**src/rtl/flp_shlnorm_pkg.sv**
```systemverilog
// Shared definitions for the flp_shlnorm left shifter / normaliser.
// Provides the mode encodings and a constant clog2 used to size the shift fields.
package flp_shlnorm_pkg;

    typedef enum logic {
        FLP_SHL_MODE_SHAMT = 1'b0,
        FLP_SHL_MODE_NORM  = 1'b1
    } flp_shl_mode_e;

    function automatic int unsigned flp_clog2(input int unsigned value);
        int unsigned r;
        r = 0;
        for (int unsigned p = 1; p < value; p = p << 1) begin
            r = r + 1;
        end
        return r;
    endfunction

endpackage

```
**src/rtl/flp_shlnorm_if.sv**
```systemverilog
// Valid/ready stream bundle between the mantissa adder, the shifter and the pack stage.
// The slave side is the shifter itself.
interface flp_shlnorm_if #(
    parameter int unsigned INWIDTH  = 64,
    parameter int unsigned OUTWIDTH = 32,
    parameter int unsigned SHW      = 6
);
    logic [INWIDTH-1:0]  i_data;
    logic [SHW-1:0]      i_shamt;
    logic                i_mode;
    logic                i_valid;
    logic                o_ready;
    logic [OUTWIDTH-1:0] o_data;
    logic [SHW-1:0]      o_shamt;
    logic                o_zero;
    logic                o_lost;
    logic                o_valid;
    logic                i_ready;

    modport master (
        output i_data, i_shamt, i_mode, i_valid, i_ready,
        input  o_ready, o_data, o_shamt, o_zero, o_lost, o_valid
    );

    modport slave (
        input  i_data, i_shamt, i_mode, i_valid, i_ready,
        output o_ready, o_data, o_shamt, o_zero, o_lost, o_valid
    );
endinterface

```
**src/rtl/flp_shlnorm_lzc.sv**
```systemverilog
// Combinational leading-zero counter; count is 0 when the input is all zero.
module flp_lzc
    import flp_shlnorm_pkg::*;
#(
    parameter int unsigned WIDTH = 32,
    localparam int unsigned CW = (WIDTH > 1) ? flp_clog2(WIDTH) : 1
) (
    input  logic [WIDTH-1:0] data,
    output logic [CW-1:0]    count,
    output logic             zero
);

    // Scanning upward lets the highest set bit win the final assignment.
    always_comb begin
        count = '0;
        for (int unsigned i = 0; i < WIDTH; i++) begin
            if (data[i]) begin
                count = CW'(WIDTH - 1 - i);
            end
        end
        zero = ~|data;
    end

endmodule

```
**src/rtl/flp_shlnorm.sv**
```systemverilog
// Two-stage variable left shifter with normalise mode for the FP datapath.
// Stage 1 captures operand, shift amount and flags; stage 2 holds the shifted result.
module flp_shlnorm
    import flp_shlnorm_pkg::*;
#(
    parameter int unsigned INWIDTH  = 64,
    parameter int unsigned OUTWIDTH = 32,
    parameter int unsigned SHW      = flp_clog2(OUTWIDTH + 1)
) (
    input logic        clk,
    input logic        nrst,
    flp_shlnorm_if.slave bus
);

    localparam int unsigned CW = (OUTWIDTH > 1) ? flp_clog2(OUTWIDTH) : 1;
    localparam logic [SHW-1:0] OUT_LIM = SHW'(OUTWIDTH);

    logic [OUTWIDTH-1:0] in_low;
    logic                in_upper;
    logic [CW-1:0]       lzc_count;
    logic                lzc_zero;
    logic [SHW-1:0]      s_in;

    logic                rdy_en;
    logic                ready;
    logic                accept;
    logic                s2_load;

    logic                s1_valid;
    logic [OUTWIDTH-1:0] s1_data;
    logic [SHW-1:0]      s1_shamt;
    logic                s1_zero;
    logic                s1_upper;

    logic [2*OUTWIDTH-1:0] wide;
    logic [OUTWIDTH-1:0]   shifted;
    logic                  spill;

    logic                s2_valid;
    logic [OUTWIDTH-1:0] s2_data;
    logic [SHW-1:0]      s2_shamt;
    logic                s2_zero;
    logic                s2_lost;

    assign in_low = bus.i_data[OUTWIDTH-1:0];

    generate
        if (INWIDTH > OUTWIDTH) begin : g_upper
            assign in_upper = |bus.i_data[INWIDTH-1:OUTWIDTH];
        end else begin : g_no_upper
            assign in_upper = 1'b0;
        end
    endgenerate

    flp_lzc #(.WIDTH(OUTWIDTH)) u_lzc (
        .data  (in_low),
        .count (lzc_count),
        .zero  (lzc_zero)
    );

    always_comb begin
        s_in = bus.i_shamt;
        if (flp_shl_mode_e'(bus.i_mode) == FLP_SHL_MODE_NORM) begin
            s_in = lzc_zero ? '0 : SHW'(lzc_count);
        end
    end

    assign s2_load = !s2_valid | bus.i_ready;
    assign ready   = rdy_en & (!s1_valid | s2_load);
    assign accept  = bus.i_valid & ready;

    // Stage 1: rdy_en keeps o_ready low until the first edge after reset release.
    always_ff @(posedge clk or negedge nrst) begin
        if (!nrst) begin
            rdy_en   <= 1'b0;
            s1_valid <= 1'b0;
            s1_data  <= '0;
            s1_shamt <= '0;
            s1_zero  <= 1'b0;
            s1_upper <= 1'b0;
        end else begin
            rdy_en <= 1'b1;
            if (ready) begin
                s1_valid <= bus.i_valid;
            end
            if (accept) begin
                s1_data  <= in_low;
                s1_shamt <= s_in;
                s1_zero  <= lzc_zero;
                s1_upper <= in_upper;
            end
        end
    end

    // Double-width shift exposes the spilled bits; shifts of OUTWIDTH or more spill everything.
    always_comb begin
        wide    = {{OUTWIDTH{1'b0}}, s1_data} << s1_shamt;
        shifted = wide[OUTWIDTH-1:0];
        spill   = |wide[2*OUTWIDTH-1:OUTWIDTH];
        if (s1_shamt >= OUT_LIM) begin
            shifted = '0;
            spill   = |s1_data;
        end
    end

    always_ff @(posedge clk or negedge nrst) begin
        if (!nrst) begin
            s2_valid <= 1'b0;
            s2_data  <= '0;
            s2_shamt <= '0;
            s2_zero  <= 1'b0;
            s2_lost  <= 1'b0;
        end else begin
            if (s2_load) begin
                s2_valid <= s1_valid;
            end
            if (s2_load & s1_valid) begin
                s2_data  <= shifted;
                s2_shamt <= s1_shamt;
                s2_zero  <= s1_zero;
                s2_lost  <= s1_upper | spill;
            end
        end
    end

    assign bus.o_ready = ready;
    assign bus.o_valid = s2_valid;
    assign bus.o_data  = s2_data;
    assign bus.o_shamt = s2_shamt;
    assign bus.o_zero  = s2_zero;
    assign bus.o_lost  = s2_lost;

endmodule
```
**src/flat_wrapper.sv**
```systemverilog
// flat-port wrapper written by rule: the top's interface ports become plain ports
module flp_shlnorm_flat import flp_shlnorm_pkg::*;
#(
    parameter int unsigned INWIDTH  = 64,
    parameter int unsigned OUTWIDTH = 32,
    parameter int unsigned SHW      = flp_clog2(OUTWIDTH + 1)
)
  (clk, nrst, bus_i_data, bus_i_shamt, bus_i_mode, bus_i_valid, bus_i_ready, bus_o_ready, bus_o_data, bus_o_shamt, bus_o_zero, bus_o_lost, bus_o_valid);
  flp_shlnorm_if #(.INWIDTH(INWIDTH), .OUTWIDTH(OUTWIDTH), .SHW(SHW)) bus_i ();
  input logic clk;
  input logic nrst;
  input wire logic [$bits(bus_i.i_data)-1:0] bus_i_data;
  input wire logic [$bits(bus_i.i_shamt)-1:0] bus_i_shamt;
  input wire logic [$bits(bus_i.i_mode)-1:0] bus_i_mode;
  input wire logic [$bits(bus_i.i_valid)-1:0] bus_i_valid;
  input wire logic [$bits(bus_i.i_ready)-1:0] bus_i_ready;
  output wire logic [$bits(bus_i.o_ready)-1:0] bus_o_ready;
  output wire logic [$bits(bus_i.o_data)-1:0] bus_o_data;
  output wire logic [$bits(bus_i.o_shamt)-1:0] bus_o_shamt;
  output wire logic [$bits(bus_i.o_zero)-1:0] bus_o_zero;
  output wire logic [$bits(bus_i.o_lost)-1:0] bus_o_lost;
  output wire logic [$bits(bus_i.o_valid)-1:0] bus_o_valid;
  assign bus_i.i_data = bus_i_data;
  assign bus_i.i_shamt = bus_i_shamt;
  assign bus_i.i_mode = bus_i_mode;
  assign bus_i.i_valid = bus_i_valid;
  assign bus_i.i_ready = bus_i_ready;
  assign bus_o_ready = bus_i.o_ready;
  assign bus_o_data = bus_i.o_data;
  assign bus_o_shamt = bus_i.o_shamt;
  assign bus_o_zero = bus_i.o_zero;
  assign bus_o_lost = bus_i.o_lost;
  assign bus_o_valid = bus_i.o_valid;
  flp_shlnorm #(.INWIDTH(INWIDTH), .OUTWIDTH(OUTWIDTH), .SHW(SHW)) u_core (.clk(clk), .nrst(nrst), .bus(bus_i));
endmodule
```
**config.mk**
```make
export PLATFORM = sky130hd
export DESIGN_NAME = flp_shlnorm_flat
export DESIGN_NICKNAME = d
export VERILOG_FILES = /design/src/rtl/flp_shlnorm_pkg.sv /design/src/rtl/flp_shlnorm_if.sv /design/src/rtl/flp_shlnorm_lzc.sv /design/src/rtl/flp_shlnorm.sv /design/src/flat_wrapper.sv
export SDC_FILE = /design/constraint.sdc
export NUM_CORES = 1
export LEC_CHECK = 0
export CAP_MARGIN = 20
export CELL_PAD_IN_SITES_DETAIL_PLACEMENT = 1
export CELL_PAD_IN_SITES_GLOBAL_PLACEMENT = 1
export CORE_MARGIN = 3
export CORE_UTILIZATION = 43
export DETAILED_ROUTE_END_ITERATION = 10
export GPL_TIMING_DRIVEN = 0
export PLACE_DENSITY_LB_ADDON = 0.3
export SLEW_MARGIN = 20
export SYNTH_ARGS = -nofsm -noshare
export SYNTH_HDL_FRONTEND = slang
export SYNTH_HIERARCHICAL = 1
export SYNTH_SLANG_ARGS = --single-unit
```
**constraint.sdc**
```tcl
create_clock -name clk -period 5.7 [get_ports clk]
set_input_delay 0.855 -clock clk [delete_from_list [all_inputs] [get_ports clk]]
set_output_delay 0.855 -clock clk [all_outputs]
set_load 0.02 [all_outputs]
```
==> impl_metrics.json, run 1 <==
{
  "dieHeight_microns": 122,
  "ys_ff_latch": 83,
  "yosys_warnings": 6,
  "fp-row-count": 41,
  "min_period_ns": 3.31,
  "clk_transition_reported_paths_ns": 0.06,
  "p_leak_nw": 2.96,
  "cp_max_fo": 3,
  "vias": 5404,
  "cp_slowest_stage_delay_ns": 0.71,
  "grt_usage_pct": 29.0,
  "synth_xor_area_share_pct": 0,
  "cts.sinks": 83,
  "r2r_start": "u_core/s1_shamt[2]",
  "synth-compound-area-share_pct": 17.0,
  "wire_per_inst_microns": 23.8,
  "ant_nets": 0,
  "drive_above_1_share_pct": 15.6,
  "hold_viol": 0,
  "initial_core_util_pct": 44.8,
  "synth.top_cell.area_share_pct": 36.2,
  "dp_hpwl_mm": 16.8,
  "synth_top_flop_cell": "dfrtp_1",
  "synthMuxAreaShare_pct": 26.7,
  "power_frac_seq_pct": 30.5,
  "rsz0062_at_grt": "no",
  "synth.distinct_cells": 60,
  "io_buffer_count": 116,
  "yosysSeqAreaShare_pct": 36.2,
  "grt_pass1_wl_mm": 32.9,
  "final-seq-area_sq_um": 2080,
  "worstSkewPairLatency_ns": 0.35,
  "synth.area.top_cells": "dfrtp_1 (36%), mux4_2 (13%), mux2_2 (8.0%)",
  "insertedDiodeCount": 0,
  "fmax_mhz": 302,
  "synth_edf_count": 0,
  "clock_path_buffers": 2,
  "die_area_sq_um": 14800,
  "drc_errors": 0,
  "p_int_mw": 1.77,
  "place_congestion": 0.954,
  "n_fill_cell": 1424,
  "critPathLaunchType": "input pin",
  "worst_slew_pin_slew_ns": 0.897,
  "grt_pass1_vias": 5821,
  "final_nets": 781,
  "grt_start_max_net_pins": 43,
  "synth_top_family_by_area": "multiplexers",
  "crit_family": "buffers and inverters",
  "power_frac_comb_pct": 48.2,
  "power_switching_mw": 1.18,
  "antenna_found_initial": 0,
  "synthCells": 578,
  "syn_nets": 653,
  "r2r_end": "u_core/bus.o_lost",
  "worstPathArrival_ns": 2.46,
  "setup_viol": 0,
  "drv_slew": 0,
  "cts_root_buf": "clkbuf_16",
  "cts_max_level": 3,
  "die_x_microns": 122,
  "cts_buffers": 9,
  "synthAdderAreaFrac_pct": 0,
  "power_mw": 2.95,
  "design.portCount": 117,
  "first_iter_violations": 338,
  "clockPowerShare_pct": 21.3,
  "synthesis.area_sq_um": 5740,
  "cts_hold_buf": 0,
  "power_density_nw_per_um2": 395,
  "swShare_pct": 40.0,
  "end_kind": "output pin",
  "maxCapViolCount": 0,
  "cp.required_ns": 4.85,
  "cts_resized": 0,
  "max_slew_margin_pct": 39.7,
  "vias_per_cell": 6.12,
  "cp.buffers_inverters": 2,
  "post-route-period-util_pct": 58.1,
  "cts_tree": "built",
  "grt-ovfl-total": 0,
  "core_sq_um": 12800,
  "postCtsSetupBuffers": 0,
  "routed_wl_mm": 21.0,
  "synth.avg_cell_area_sq_um": 9.93,
  "cpMostUsedCell": "clkdlybuf4s50_1",
  "multi_input_area_sq_um": 3410,
  "worstSetupPathType": "in -> out",
  "r2r_cells": 10,
  "crit_slowest_cell": "clkdlybuf4s50_1",
  "crit_path_cell_trace": "clkdlybuf4s50_1, nor2b_1, a21boi_0, clkdlybuf4s50_1",
  "yosysTopAreaCell": "dfrtp_1",
  "worst_hold_path_type": "in -> async",
  "synthArstFlopShare_pct": 100,
  "worst-r2r-setup-slack_ns": 2.54,
  "ir_drop_mv": 0.149,
  "synthToLayoutAreaGrowth_pct": 29.8,
  "status": "completed",
  "synth-simple-area-share_pct": 15.6,
  "first_pass_iters": 5,
  "finClkSkew_ns": 0.00574,
  "finalSetupTns_ns": 0
}
cells by family after synthesis:
kind of cell / after synthesis
AO/OA/AOI/OAI: 145
other: 1
flip-flops: 83
multiplexers: 104
AND/OR/NAND/NOR: 189
buffers and inverters: 56
worst max path at each step:
stage | start | endpoint | slack (ns) | cells after the start
floorplan | bus_i_ready | u_core/s1_data[26] | 3.12 | 6
global placement | nrst | u_core/s1_data[30] | 0.92 | 1
detailed placement | bus_i_data[4] | u_core/s1_shamt[3] | 2.11 | 7
CTS | bus_i_ready | bus_o_ready | 2.38 | 4
global route | bus_i_data[4] | u_core/s1_shamt[3] | 2.34 | 7
finish | bus_i_ready | bus_o_ready | 2.39 | 4
through the flow:
| stage | setup slack (ns) | cells | hold slack (ns) | area [sq um] | util, % |
|---|---|---|---|---|---|
| 6_report | 2.39 | 883 | 0.486 | 7450 | 58.1 |
| 5_1_grt | 2.34 | 883 | 0.520 | 7450 | 58.1 |
| 4_1_cts | 2.38 | 883 | 0.491 | 7450 | 58.1 |
| 3_5_place_dp | 2.11 | 867 | 0.477 | 7130 | 55.6 |
| 3_3_place_gp | 0.916 | 866 | 0.462 | 7120 | 55.5 |
| 2_1_floorplan | 3.12 | 578 | 0.473 | 5740 | - |
power by group through the flow:
stage | Sequential (mW) | Clock [mW] | Combinational (mW)
global route | 0.920 | 0.660 | 1.52
CTS | 0.897 | 0.635 | 1.41
floorplan | 0.963 | 0 | 0.763
detailed placement | 0.906 | 0 | 1.40
global placement | 0.889 | 0 | 1.36
finish | 0.900 | 0.627 | 1.42
metal layers:
metal	global-route usage, %	up-vias	wire (microns)
met5	0	-	0
met4	13.2	0	769
met3	3.95	49	1130
met2	50.4	213	10700
met1	35.8	2680	8430
li1	-	2462	-
placed cells by master, fill, tap and decap left out, types with 5 or more instances in the layout:
master / netlist / final
clkdlybuf4s50_1: 0 / 115
dfrtp_1: 83 / 83
nand2_1: 76 / 76
nor2_1: 42 / 42
mux2_2: 41 / 41
o21ai_0: 37 / 37
mux4_2: 32 / 32
a21oi_1: 30 / 30
mux2i_1: 23 / 23
clkbuf_1: 21 / 22
a22o_1: 20 / 20
nor4_1: 20 / 20
inv_1: 17 / 17
nor3_1: 14 / 14
clkbuf_16: 0 / 9
buf_2: 8 / 8
a221oi_1: 8 / 8
o211ai_1: 7 / 7
o31ai_1: 7 / 7
nor2b_1: 6 / 6
mux2_1: 6 / 6
nand3_1: 5 / 5
o22ai_1: 5 / 5
nand4_1: 5 / 5
flip-flops by register name, summed over array words and instances, names as in the netlist, 6 cells and up:
| signal | cells |
|---|---|
| u_core/bus.o_shamt | 6 |
| u_core/bus.o_data | 32 |
| u_core/s1_data | 32 |
| u_core/s1_shamt | 6 |
cell usage after synthesis, types with 3 or more instances:
| cell | count |
|---|---|
| a2111oi_0 | 3 |
| a21oi_1 | 30 |
| a221oi_1 | 8 |
| a22o_1 | 20 |
| a22oi_1 | 3 |
| a31oi_1 | 4 |
| and2_1 | 3 |
| and4_1 | 3 |
| buf_1 | 4 |
| buf_2 | 8 |
| buf_6 | 4 |
| clkbuf_1 | 21 |
| dfrtp_1 | 83 |
| inv_1 | 17 |
| mux2_1 | 6 |
| mux2_2 | 41 |
| mux2i_1 | 23 |
| mux4_2 | 32 |
| nand2_1 | 76 |
| nand3_1 | 5 |
| nand4_1 | 5 |
| nor2_1 | 42 |
| nor2b_1 | 6 |
| nor3_1 | 14 |
| nor4_1 | 20 |
| o211ai_1 | 7 |
| o21ai_0 | 37 |
| o22ai_1 | 5 |
| o31ai_1 | 7 |
| or2_1 | 3 |
final cells by class:
cell class	count	area share (%)
inverters	18	0.907
well taps	172	2.89
plain buffers	38	2.50
flip-flops and latches	83	27.9
multi-input cells	439	45.7
clock inverters	6	1.21
repair buffers	117	15.8
clock buffers	10	3.07
Note: power is estimated with default switching activity, not from simulation.
==> run 2: changes to the inputs <==
--- a/config.mk
+++ b/config.mk
@@ -9,7 +9,7 @@
 export CELL_PAD_IN_SITES_DETAIL_PLACEMENT = 1
 export CELL_PAD_IN_SITES_GLOBAL_PLACEMENT = 1
 export CORE_MARGIN = 3
-export CORE_UTILIZATION = 43
+export CORE_UTILIZATION = 40
 export DETAILED_ROUTE_END_ITERATION = 10
 export GPL_TIMING_DRIVEN = 0
 export PLACE_DENSITY_LB_ADDON = 0.3
==> constraint.sdc (replaced) <==
create_clock -name clk -period 3.2 [get_ports clk]
set_input_delay 0.48 -clock clk [delete_from_list [all_inputs] [get_ports clk]]
set_output_delay 0.48 -clock clk [all_outputs]
set_load 0.02 [all_outputs]
==> run 2 against run 1 <==
Effect of this change: die area grew 7.1%; final area grew 0.10%; critical endpoint is now u_core/bus.o_lost; non-clock buffer count is the same; sequential share of layout area is essentially flat; register-to-register slack lost 2.4 ns; total power grew 76%; cell count grew 0.68%; largest cell class unchanged; first-iteration DRC count grew 0.30%; worst hold slack lost 0.38 ns; setup slack lost 2.2 ns; global-route usage shrank 3.1 points; core utilization shrank 4.6 points.
==> impl_metrics.json, run 2 (synthesis gave the netlist of run 1 again) <==
{
  "status": "completed",
  "fmax_mhz": 329,
  "final_nets": 781,
  "core_sq_um": 13900,
  "r2r_start": "u_core/s1_shamt[1]",
  "grt_pass1_vias": 5681,
  "vias": 5419,
  "r2r_cells": 9,
  "worst_slew_pin_slew_ns": 0.718,
  "vias_per_cell": 6.10,
  "synthToLayoutAreaGrowth_pct": 30.0,
  "cts_max_level": 3,
  "wire_per_inst_microns": 23.1,
  "drv_slew": 0,
  "crit_slowest_cell": "dfrtp_1",
  "final_util_pct": 53.5,
  "cts_tree": "built",
  "worst-r2r-setup-slack_ns": 0.16,
  "worst_hold_path_type": "in -> async",
  "ir_drop_mv": 0.330,
  "p_leak_nw": 2.96,
  "clk_transition_reported_paths_ns": 0.06,
  "io_buffer_count": 116,
  "place_congestion": 0.912,
  "power_frac_seq_pct": 30.9,
  "power_density_nw_per_um2": 695,
  "power_frac_comb_pct": 48.6,
  "clockPowerShare_pct": 20.5,
  "cpMostUsedCell": "buf_2",
  "cts_root_buf": "clkbuf_16",
  "clock_path_buffers": 2,
  "dp.cells": 875,
  "cts.sinks": 83,
  "power_mw": 5.19,
  "hold_viol": 0,
  "hold_ws_ns": 0.108,
  "swShare_pct": 39.7,
  "worstSkewPairLatency_ns": 0.35,
  "die_x_microns": 126,
  "final-seq-area_sq_um": 2080,
  "cp_slowest_stage_delay_ns": 0.49,
  "routed_wl_mm": 20.5,
  "cp_max_fo": 10,
  "drc_errors": 0,
  "setup_viol": 0,
  "design_area_sq_um": 7460,
  "end_kind": "flip-flop",
  "power_switching_mw": 2.06,
  "design.portCount": 117,
  "grt_usage_pct": 25.9,
  "finClkSkew_ns": 0.00476,
  "critPathLaunch": "u_core/s1_shamt[1]",
  "cts_hold_buf": 0,
  "dp_hpwl_mm": 16.2,
  "first_iter_violations": 339,
  "grt_start_max_net_pins": 47,
  "initial_core_util_pct": 41.2,
  "post-route-period-util_pct": 94.9,
  "drive_above_1_share_pct": 15.8,
  "p_int_mw": 3.13,
  "crit_path_cell_trace": "buf_2, buf_2, buf_2, mux2i_1, inv_1, o41ai_1, o2111ai_1, a31oi_1, o211ai_1",
  "maxCapViolCount": 0,
  "min_period_ns": 3.04,
  "grt_pass1_wl_mm": 32.4,
  "antenna_found_initial": 0,
  "dieHeight_microns": 126,
  "cts_buffers": 9,
  "multi_input_area_sq_um": 3410,
  "place_area_sq_um": 7150,
  "ant_nets": 0,
  "n_fill_cell": 1563,
  "grt-ovfl-total": 0,
  "worstSetupPathType": "reg -> reg",
  "cp.required_ns": 3.41,
  "critPathLaunchType": "flip-flop",
  "die_area_sq_um": 15800,
  "worstPathArrival_ns": 3.24,
  "insertedDiodeCount": 0,
  "layout_commonest_cell": "clkdlybuf4s50_1",
  "first_pass_iters": 5,
  "rsz0062_at_grt": "no",
  "fp-row-count": 43,
  "final_cell_mix": "clkdlybuf4s50_1 (115), dfrtp_1 (83), nand2_1 (76), nor2_1 (42), mux2_2 (41)",
  "layoutNonFillerInstCount": 889,
  "max_slew_margin_pct": 51.9,
  "r2r_end": "u_core/bus.o_lost"
}
-- run 2: power groups by stage --
stage | logic, mW | clock network, mW | registers (mW)
after CTS | 2.50 | 1.08 | 1.60
final | 2.52 | 1.06 | 1.60
after global placement | 2.41 | 0 | 1.58
after global routing | 2.70 | 1.13 | 1.64
after detailed placement | 2.49 | 0 | 1.61
after floorplan | 1.36 | 0 | 1.72
-- run 2: how the worst max path moves through the flow --
| stage | to | slack, ns | cells past startpoint |
|---|---|---|---|
| 3_5_place_dp | u_core/s1_shamt[1] | -0.08 | 8 |
| 3_3_place_gp | u_core/s1_data[4] | -1.16 | 1 |
| 6_report | u_core/bus.o_lost | 0.16 | 9 |
| 2_1_floorplan | u_core/bus.o_lost | 0.84 | 9 |
| 5_1_grt | u_core/bus.o_lost | 0.001 | 9 |
| 4_1_cts | u_core/bus.o_lost | 0.10 | 10 |
-- run 2: stage by stage --
step / TNS, ns / setup WS (ns)
floorplan: 0 / 0.841
global placement: -95.52 / -1.16
detailed placement: -0.181 / -0.0818
CTS: 0 / 0.103
global route: 0 / 0.00149
finish: 0 / 0.164
-- run 2: layout make-up --
type	count	area share, %
multi-input combinational	439	45.7
tap	180	3.02
clock inverter	2	0.470
buffer	38	2.55
timing repair buffer	117	15.9
clock buffer	12	3.57
inverter	18	0.906
sequential	83	27.8
-- run 2: worst max-delay path: cells and delay by family (launching register included) --
kind	cells	cell delay (ns)
AOI/OAI and AO/OA	4	0.92
buffers and inverters	4	1.02
DFF	1	0.49
muxes	1	0.44
-- run 2: timing repair --
action / in CTS / in global routing
setup endpoints to repair: 0 / 1
gates resized for setup: 0 / 5
setup buffers: 0 / 0
-- run 2: per-layer routing --
metal / up-vias / routed length [microns] / part of all wire [%] / GRT usage (%)
li1: 2467 / - / - / -
met1: 2732 / 8660 / 42 / 32.6
met2: 181 / 10500 / 51 / 45.9
met3: 39 / 969 / 4.7 / 3.82
met4: 0 / 434 / 2.1 / 8.52
met5: - / 0 / 0 / 0
